===== config.mk =====
export PLATFORM = sky130hd
export DESIGN_NAME = intc_ctrl
export DESIGN_NICKNAME = d
export VERILOG_FILES = /design/src/rtl/intc_ctrl.sv
export SDC_FILE = /design/constraint.sdc
export NUM_CORES = 1
export LEC_CHECK = 0
export BUFFER_PORTS_ARGS = -buffer_cell sky130_fd_sc_hd__buf_2
export CAP_MARGIN = 20
export CORE_MARGIN = 5
export CORE_UTILIZATION = 50
export CTS_CLUSTER_SIZE = 16
export DETAILED_ROUTE_END_ITERATION = 10
export GPL_TIMING_DRIVEN = 0
export PLACE_DENSITY = 0.81
export SYNTH_ARGS = -nofsm -noshare
export SYNTH_HDL_FRONTEND = slang
export SYNTH_SLANG_ARGS = --single-unit

===== constraint.sdc =====
create_clock -name clk -period 3.4 [get_ports clk]
set_input_delay 0.17 -clock clk [delete_from_list [all_inputs] [get_ports clk]]
set_output_delay 0.17 -clock clk [all_outputs]
set_load 0.1 [all_outputs]

===== src/rtl/intc_ctrl.sv =====
// intc_ctrl: edge-triggered interrupt controller for the single-cycle CPU.
// Latches rising edges on irq, picks the lowest-index enabled request, and
// walks the datapath through PUSH (save return PC) and VECTOR (jump to the
// handler). It then stays in SERVICE until reti.
// Optional build macro INTC_SYNC_EN: adds a two-flop synchronizer per irq bit
// ahead of edge detection, which adds 2 cycles of entry latency.
module intc_ctrl #(
  parameter int              N_IRQ    = 4,
  parameter int              PC_W     = 10,
  parameter logic [PC_W-1:0] VEC_BASE = 10'h3F0,
  localparam int             ID_W     = (N_IRQ > 1) ? $clog2(N_IRQ) : 1
) (
  input  logic             clk,
  input  logic             reset,
  input  logic [N_IRQ-1:0] irq,
  input  logic             mask_we,
  input  logic [N_IRQ-1:0] mask_in,
  input  logic             ie_set,
  input  logic             ie_clr,
  input  logic             reti,
  input  logic             stack_full,
  output logic             hold,
  output logic             int_push,
  output logic             int_jump,
  output logic [PC_W-1:0]  int_vec,
  output logic [N_IRQ-1:0] irq_ack,
  output logic [ID_W-1:0]  cur_id,
  output logic             int_busy
);

  typedef enum logic [1:0] {IDLE, PUSH, VECTOR, SERVICE} state_t;

  state_t           state_q, state_d;
  logic [N_IRQ-1:0] pending_q, pending_d;
  logic [N_IRQ-1:0] irq_q, irq_d;
  logic [N_IRQ-1:0] mask_q, mask_d;
  logic             ie_q, ie_d;
  logic [ID_W-1:0]  cur_id_q, cur_id_d;

  logic [N_IRQ-1:0] irq_src;
  logic [N_IRQ-1:0] eligible;
  logic [N_IRQ-1:0] clr;
  logic [ID_W-1:0]  sel;

`ifdef INTC_SYNC_EN
  logic [N_IRQ-1:0] sync1_q, sync1_d;
  logic [N_IRQ-1:0] sync2_q, sync2_d;

  // Next values of the two synchronizer stages.
  always_comb begin
    sync1_d = irq;
    sync2_d = sync1_q;
  end

  // Two-flop synchronizer in front of the edge detector.
  always_ff @(posedge clk or posedge reset) begin
    if (reset) begin
      sync1_q <= '0;
      sync2_q <= '0;
    end else begin
      sync1_q <= sync1_d;
      sync2_q <= sync2_d;
    end
  end

  assign irq_src = sync2_q;
`else
  assign irq_src = irq;
`endif

  assign eligible = pending_q & mask_q;

  // Priority pick: lowest set index of eligible wins.
  always_comb begin
    sel = '0;
    for (int i = N_IRQ - 1; i >= 0; i--) begin
      if (eligible[i]) sel = ID_W'(i);
    end
  end

  // Next-state logic for the FSM, enable flag, mask and pending latch.
  always_comb begin
    state_d  = state_q;
    irq_d    = irq_src;
    mask_d   = mask_we ? mask_in : mask_q;
    ie_d     = ie_q;
    cur_id_d = cur_id_q;
    clr      = '0;
    case (state_q)
      IDLE: begin
        if (ie_clr)      ie_d = 1'b0;
        else if (ie_set) ie_d = 1'b1;
        // A full stack blocks entry; the request simply stays pending.
        if (ie_q && (|eligible) && !stack_full) begin
          state_d  = PUSH;
          cur_id_d = sel;
          ie_d     = 1'b0;
        end
      end
      PUSH:    state_d = VECTOR;
      VECTOR: begin
        clr[cur_id_q] = 1'b1;
        state_d       = SERVICE;
      end
      SERVICE: begin
        if (reti) begin
          state_d = IDLE;
          ie_d    = 1'b1;
        end
      end
      default: state_d = IDLE;
    endcase
    // A fresh edge in the clearing cycle is ORed in after the clear, so it survives.
    pending_d = (pending_q & ~clr) | (irq_src & ~irq_q);
  end

  // All controller state; reset aborts any entry sequence in flight.
  always_ff @(posedge clk or posedge reset) begin
    if (reset) begin
      state_q   <= IDLE;
      pending_q <= '0;
      irq_q     <= '0;
      mask_q    <= '0;
      ie_q      <= 1'b0;
      cur_id_q  <= '0;
    end else begin
      state_q   <= state_d;
      pending_q <= pending_d;
      irq_q     <= irq_d;
      mask_q    <= mask_d;
      ie_q      <= ie_d;
      cur_id_q  <= cur_id_d;
    end
  end

  // Outputs depend only on state and cur_id, never directly on inputs.
  assign hold     = (state_q == PUSH) || (state_q == VECTOR);
  assign int_push = (state_q == PUSH);
  assign int_jump = (state_q == VECTOR);
  assign int_busy = (state_q == SERVICE);
  assign cur_id   = cur_id_q;
  assign int_vec  = VEC_BASE + PC_W'({cur_id_q, 2'b00});

  for (genvar gi = 0; gi < N_IRQ; gi++) begin : g_ack
    assign irq_ack[gi] = (state_q == VECTOR) && (cur_id_q == ID_W'(gi));
  end

endmodule


Word-level counts from Yosys, hierarchy flattened:

Cells that the tools add are included.

* divide/modulo/power cells: 0
* reductions and logical operators: 16
* muxes and demuxes: 15
* order comparisons: 2
* shift-type cells: 0
* multiply operators: 0
* add/sub/neg operators: 1
* eq/ne operators: 9
* bitwise gates (word level): 6

Operator list (number)
* bitwise AND 4 bit: 3
* 2-to-1 mux 2 bit: 6
* == test 2 bit, second input constant: 4
* inverter 4 bit: 2
* case mux 2 bit (4 select lines): 1
* logical AND 1 bit: 7
* adder 5 x 5 -> 6 bit, first input constant: 1
* 2-to-1 mux 1 bit: 5
* == test 2 x 1 -> 1 bit, second input constant: 2
* logical NOT 2 bit: 2
* 2-to-1 mux 4 bit: 1
* inequality test 2 bit, second input constant: 2
* inequality test 4 bit, second input constant: 1
* bitwise OR 4 bit: 1
* AND reduction 2 bit: 2
* OR reduction 4 bit: 1
* < comparator 2 x 3 -> 1 bit, second input constant: 1
* AND reduction 3 bit: 1
* demux 1 bit (select 2 bit): 1
* greater-or-equal comparator 2 x 1 -> 1 bit, second input constant: 1
* case mux 1 bit (2 select lines): 1
* nonzero test 2 bit: 1
* logical NOT 1 bit: 1
* logical OR 1 bit: 1

* latch bits: 0
* bits in writable memories: 0
* ROM bits: 0
* memories kept: 0
* word-level logic and storage cells: 55
* register bits after elaboration: 17

Depth between registers and ports, before layout:

Gate-level depths: netlist (run 1).

* word-level depth: 8
* gate-level depth with buffers: 6
* gate-level depth less buffers: 5

Worst setup path after synthesis (run 1):

Ideal clock, no wire load.

* path type: register to register
* start point: reg state_q[0]
* end point: reg pending_q[3]
* arrival: 3.058 ns
* data required time: 3.192 ns
* cell stages (with the launch flop): 6
* path slack: 0.134 ns
* path buffers: 0
* cell sequence: dfrtp_1 > inv_1 > ha_1 > nand2_1 > nor2_1 > o22ai_1

* word-level cells in the longest chain between the ends: 5

Ends and longest elaborated chain
* start: declaration: line 33 `state_t state_q, state_d;`
* start signal: assignment: line 127 `state_q <= state_d;`
* == test 2 bit
* net int_jump: line 24 `output logic int_jump,`
* 2-to-1 mux 4 bit: line 89 `case (state_q)`
* inverter 4 bit: line 114 `pending_d = (pending_q & ~clr) | (irq_src & ~irq_q);`
* bitwise AND 4 bit: line 114
* bitwise OR 4 bit: line 114
* net pending_d[3]: line 34 `logic [N_IRQ-1:0] pending_q, pending_d;`
* end signal: assignment: line 128 `pending_q <= pending_d;`
* end: declaration: line 34

The timed path passes the listed nets, and every way through them passes these cells.
A chain may end at the register's enable or synchronous reset.

Worst setup path after layout (run 1):

* start point: reg state_q[0]
* end point: out irq_ack[2]

* word-level cells in the longest chain between the ends: 2

Ends and longest elaborated chain
* == test 2 bit: line 145 `assign irq_ack[gi] = (state_q == VECTOR) && (cur_id_q == ID_W'(gi));`
* logical AND 1 bit: line 145
* end: declaration: line 26 `output logic [N_IRQ-1:0] irq_ack,`

No other way between the ends.

==> impl_metrics.yaml, run 1 <==
run_status:
  outcome: "finished clean"
floorplan:
  core-area_um2: 1750
  die_w_um: 53.2
  die_area_um2: 2830
  num_io_pins: 35
  start_util_pct: 53.5
  rows: 15
  dieHeight_um: 53.2
grt:
  grt_pass1_vias: 745
  grt_pass1_wl_mm: 3.10
  overflow: 0
  grtUsageTotal_pct: 15.3
  antenna_found_initial: 0
  grt_start_max_net_pins: 18
clock_tree:
  postCtsSetupRepairBufs: 0
  cts_max_level: 1
  clk_latency_ns: 0.28
  holdBufCountCts: 5
  cts_buffer_depth: 2
  cts_resized: 0
  clkTransAtPathRegs_ns: 0.09
  cts_tree: "built"
  cts_root_buffer: "clkbuf_4"
  cts_made_buffers: 3
  clock-sinks: 17
timing:
  rsz0062_at_grt: "no"
  relSlewSlack_pct: 59.5
  finalCritPeriodShare_pct: 58.3
  setup_violations: 0
  finClkSkew_ns: 0.00565
  max_freq_ghz: 0.504
  fin_crit_ns: 1.98
  tightest_slew_ns: 0.607
  drv_slew: 0
  fin_ws_ns: 1.42
  hold_viol_final: 0
  setup_tns_ns: 0
detailed_routing:
  ant_nets: 0
  route.detailed.drc: 0
  drt_iter0_drc: 12
  first_pass_iters: 4
  wl_mm: 1.91
  vias: 745
  vias_per_cell: 4.72
  wl_per_cell_um: 12.1
yosys:
  synth-async-reset-ratio_pct: 100
  synth-edff-count: 0
  synth.mux.area_fraction_pct: 6.43
  synth_fa_ha_area_share_pct: 6.70
  synth_compound_area_share_pct: 15.0
  ys_types: 32
  yosys.area_share.simple_pct: 11.8
  ys.flop_type: "dfrtp_1"
  ys_ff_latch: 17
  synth_area_um2: 933
  synth_top_area_share_pct: 45.6
  synthCells: 92
  synth_top_family_by_area: "compound AO/OA/AOI/OAI gates"
  synthXorXnorAreaFrac_pct: 0
  yosysWarningCount: 0
  synth_area_leaders: "dfrtp_1, buf_4, ha_1"
  seq_area_frac_synth_pct: 45.6
  synth_top_area_cell: "dfrtp_1"
  syn_area_per_cell_um2: 10.1
job:
  cap_viol_max_count: 0
critical_path:
  crit_type: "reg2out"
  r2r_setup_slack_ns: 1.70
  crit_family: "buffers and inverters"
  worst_setup_path_end_kind: "output port"
  worstPathRequired_ns: 3.23
  critPathBufInv: 2
  cp_cell_sequence: "inv_1, ha_1, nand2b_1, nor2_1, buf_2"
  cp.arrival_ns: 1.81
  critPathMaxFanout: 4
  critPathSlowestCell: "buf_2"
  critical-path-max-stage-delay_ns: 0.45
  start_kind: "register"
placed_design:
  gp_congestion: 0.768
  pre_cts_slack_ns: 1.73
  portBuffers: 26
  dp_hpwl_mm: 1.53
layout:
  fin_util_pct: 68.4
  layout.nets: 154
  final_cell_mix: "buf_2, dfrtp_1, nor2_1, inv_1, buf_4"
  final_common_cell: "buf_2"
  n_antenna_cell: 0
  syn_to_final_growth_pct: 27.9
  fillers: 161
  drive_above_1_share_pct: 36.8
hold_path:
  hold_class: "in2reg"
==> layer usage <==
metal | vias up | global-route usage [%] | part of all wire (%)
met5 | - | 0 | 0
met4 | 0 | 3.83 | 0.42
met3 | 2 | 6.20 | 7.5
met2 | 24 | 27.1 | 51
met1 | 346 | 16.8 | 41
li1 | 373 | - | -
==> area by class of cell <==
type                    count  area (um2)  area share (%)
plain buffers              12        90.1            7.55
clock buffers               4        26.3            2.20
inverters                  10        37.5            3.14
multi-input cells          59         403            33.8
flip-flops and latches     17         425            35.6
well taps                  25        31.3            2.62
repair buffers             31         180            15.1
==> registers in the layout, indices dropped and copies added (netlist names) <==
register / flops
cur_id: 2
ie_q: 1
irq_q: 4
mask_q: 4
pending_q: 4
state_q: 2
==> final timing paths <==
| kind | from | end | depth (start not counted) |
|---|---|---|---|
| max reg2reg | state_q[1] | state_q[0] | 6 |
| min in group asynchronous | reset | irq_q[3] | 3 |
| max | state_q[0] | irq_ack[2] | 5 |
| min | ie_clr | ie_q | 2 |
| max in group asynchronous | reset | mask_q[3] | 3 |
| min reg2reg | irq_q[1] | pending_q[1] | 1 |
==> through the flow <==
step | cells | hold slack, ns | instance area, um2
6_report | 158 | 0.0712 | 1190
3_5_place_dp | 149 | 0.276 | 1120
4_1_cts | 158 | 0.0624 | 1190
3_3_place_gp | 149 | 0.268 | 1120
2_1_floorplan | 98 | 0.0961 | 956
5_1_grt | 158 | 0.0585 | 1190
==> synthesized netlist by cell type, drive strengths merged (3+ instances only) <==
cell type / count
a22o: 3
buf: 11
dfrtp: 17
ha: 5
inv: 10
mux2: 5
nand2: 3
nor2: 10
o21ai: 4
==> cells by family (layout without fill, tap and decap cells) <==
logic type,Yosys count,after routing
AOI/OAI and AO/OA,19,19
adders and majority gates,5,5
buffers and inverters,22,57
DFF,17,17
muxes,5,5
other,2,8
and+or+nand+nor,22,22
Power of run 1 is left out: the tool's default activity adds up to more than one toggle a clock period on the data nets, which glitch-free logic cannot reach.
==> run 2: changes to the inputs <==
--- a/config.mk
+++ b/config.mk
@@ -5,14 +5,15 @@
 export SDC_FILE = /design/constraint.sdc
 export NUM_CORES = 1
 export LEC_CHECK = 0
+export ABC_AREA = 1
 export BUFFER_PORTS_ARGS = -buffer_cell sky130_fd_sc_hd__buf_2
 export CAP_MARGIN = 20
 export CORE_MARGIN = 5
-export CORE_UTILIZATION = 50
+export CORE_UTILIZATION = 47
 export CTS_CLUSTER_SIZE = 16
 export DETAILED_ROUTE_END_ITERATION = 10
 export GPL_TIMING_DRIVEN = 0
-export PLACE_DENSITY = 0.81
+export PLACE_DENSITY = 0.78
 export SYNTH_ARGS = -nofsm -noshare
 export SYNTH_HDL_FRONTEND = slang
 export SYNTH_SLANG_ARGS = --single-unit
==> constraint.sdc (replaced) <==
create_clock -name clk -period 1.9 [get_ports clk]
set_input_delay 0.095 -clock clk [delete_from_list [all_inputs] [get_ports clk]]
set_output_delay 0.095 -clock clk [all_outputs]
set_load 0.1 [all_outputs]
==> impl_metrics.yaml, run 2 <==
run_status:
  outcome: "finished clean"
timing:
  tightest_slew_ns: 0.622
  hold_viol_final: 0
  rsz0062_at_grt: "no"
  drv_slew: 0
  setup_violations: 0
  relSlewSlack_pct: 58.5
  max_freq_ghz: 0.562
  finalCritPeriodShare_pct: 93.7
  finClkSkew_ns: 0.00429
  fin_crit_ns: 1.78
detailed_routing:
  wl_per_cell_um: 10.6
  ant_nets: 0
  met1Wirelength_um: 682
  vias: 707
  route.detailed.drc: 0
  first_pass_iters: 4
  drt_iter0_drc: 6
  vias_per_cell: 4.28
  route.met3.wl_um: 121
  wl_mm: 1.76
  maxUsedRoutingLayer: "met4"
  wl_met2_um: 935
yosys:
  ys.flop_type: "dfrtp_1"
  synthCells: 99
  synth_common_cells: "inv_1, nand2_1, dfrtp_1"
  ys_types: 19
  seq_area_frac_synth_pct: 47.5
  synth_top_area_cell: "dfrtp_1"
  synth_area_um2: 896
  synth-async-reset-ratio_pct: 100
  ys_ff_latch: 17
  syn_area_per_cell_um2: 9.05
  synth-edff-count: 0
  yosysWarningCount: 0
  synth_area_leaders: "dfrtp_1, buf_4, inv_1"
  synth_top_area_share_pct: 47.5
floorplan:
  core-area_um2: 1760
  die_area_um2: 2880
  dieHeight_um: 53.7
  num_io_pins: 35
  start_util_pct: 50.8
  die_w_um: 53.7
  rows: 15
critical_path:
  start_kind: "register"
  critPathLaunch: "state_q[0]"
  cp.arrival_ns: 1.68
  critPathMaxFanout: 4
  crit_type: "reg2out"
  worst_setup_path_end_kind: "output port"
  worstPathRequired_ns: 1.80
  reg2reg_from: "state_q[0]"
clock_tree:
  clkTransAtPathRegs_ns: 0.10
  cts_tree: "built"
  clk_latency_ns: 0.29
  cts_made_buffers: 3
  postCtsSetupRepairBufs: 0
  cts_max_level: 1
  cts_buffer_depth: 2
  clock-sinks: 17
  cts_root_buffer: "clkbuf_4"
layout:
  final_cell_mix: "buf_2, nand2_1, inv_1"
  final_common_cell: "buf_2"
  syn_to_final_growth_pct: 39.9
  fin_util_pct: 71.1
  instances_no_fill: 165
  n_antenna_cell: 0
  layout.nets: 161
  drive_above_1_share_pct: 40.7
  reg.largest.list: "irq_q: 4 flops, mask_q: 4 flops, pending_q: 4 flops"
grt:
  grtUsageTotal_pct: 14.3
  overflow: 0
  grt_pass1_vias: 703
  grt_pass1_wl_mm: 2.95
  antenna_found_initial: 0
  grt_start_max_net_pins: 18
hold_path:
  min_from: "mask_in[2]"
  hold_class: "in2reg"
job:
  cap_viol_max_count: 0
placed_design:
  portBuffers: 26
  placed_cells: 156
  dp_hpwl_mm: 1.40
  gp_congestion: 0.841
[run 2: cell types whose count changed after synthesis, moves of 3 or more]
| cell | before | now |
|---|---|---|
| nand2_1 | 3 | 19 |
| inv_1 | 10 | 19 |
| nor2_1 | 10 | 2 |
| nand3_1 | 1 | 4 |
| nor3_1 | 1 | 4 |
| o21ai_0 | 4 | 1 |
[run 2: worst max-delay path: stages (launching register included)]
cell and delay [ns]:
dfrtp_1 0.43, inv_1 0.17, ha_4 0.16, inv_1 0.14
nor3_4 0.27, buf_12 0.21
[run 2: cell type report]
| class | count | area (um2) |
|---|---|---|
| Fill cell | 150 | 510 |
| Sequential cell | 17 | 428 |
| Multi-Input combinational cell | 59 | 404 |
| Timing Repair Buffer | 31 | 218 |
| Buffer | 10 | 75.1 |
| Inverter | 19 | 71.3 |
| Tap cell | 25 | 31.3 |
| Clock buffer | 4 | 26.3 |
[run 2: what timing repair did]
action                                  CTS  global route
hold buffers                              5             0
endpoints found under the setup margin    4             4
hold endpoints to repair                 21             0
pin swaps                                 0             0
resized for setup                         4             7
[run 2: path summary, 6_finish.rpt]
kind	cells after the start	slack [ns]	endpoint
setup / recovery	5	0.12	irq_ack[2]
hold / removal	2	0.03	mask_q[2]
setup reg to reg	5	0.49	pending_q[2]
hold reg to reg	1	0.45	pending_q[0]
max in group asynchronous	3	1.05	cur_id[0]
min in group asynchronous	3	0.41	mask_q[2]
[run 2: routing by layer]
metal / vias to the layer above / global-route usage, %
met3: 2 / 3.60
met2: 21 / 25.6
met1: 313 / 16.7
met5: - / 0
met4: 0 / 3.83
li1: 371 / -
[run 2: stage by stage]
step | hold slack [ns] | setup slack (ns) | setup TNS (ns) | area, um2
6_report | 0.0275 | 0.120 | 0 | 1250
5_1_grt | 0.00466 | 0.00205 | 0 | 1250
4_1_cts | 0.0183 | 0.0306 | 0 | 1230
3_5_place_dp | 0.205 | 0.247 | 0 | 1140
3_3_place_gp | 0.196 | 0.293 | 0 | 1140
2_1_floorplan | 0.0209 | -0.351 | -1.84 | 978
[run 2: logic make-up after synthesis]
| logic type | share of synthesized area (%) |
|---|---|
| DFF | 47.5 |
| and+or+nand+nor | 16.5 |
| buffers and inverters | 16.3 |
| other | 0.838 |
| adders and majority gates | 6.98 |
| AOI/OAI and AO/OA | 6.84 |
| muxes | 5.03 |
Power of run 2 is left out for the same reason.
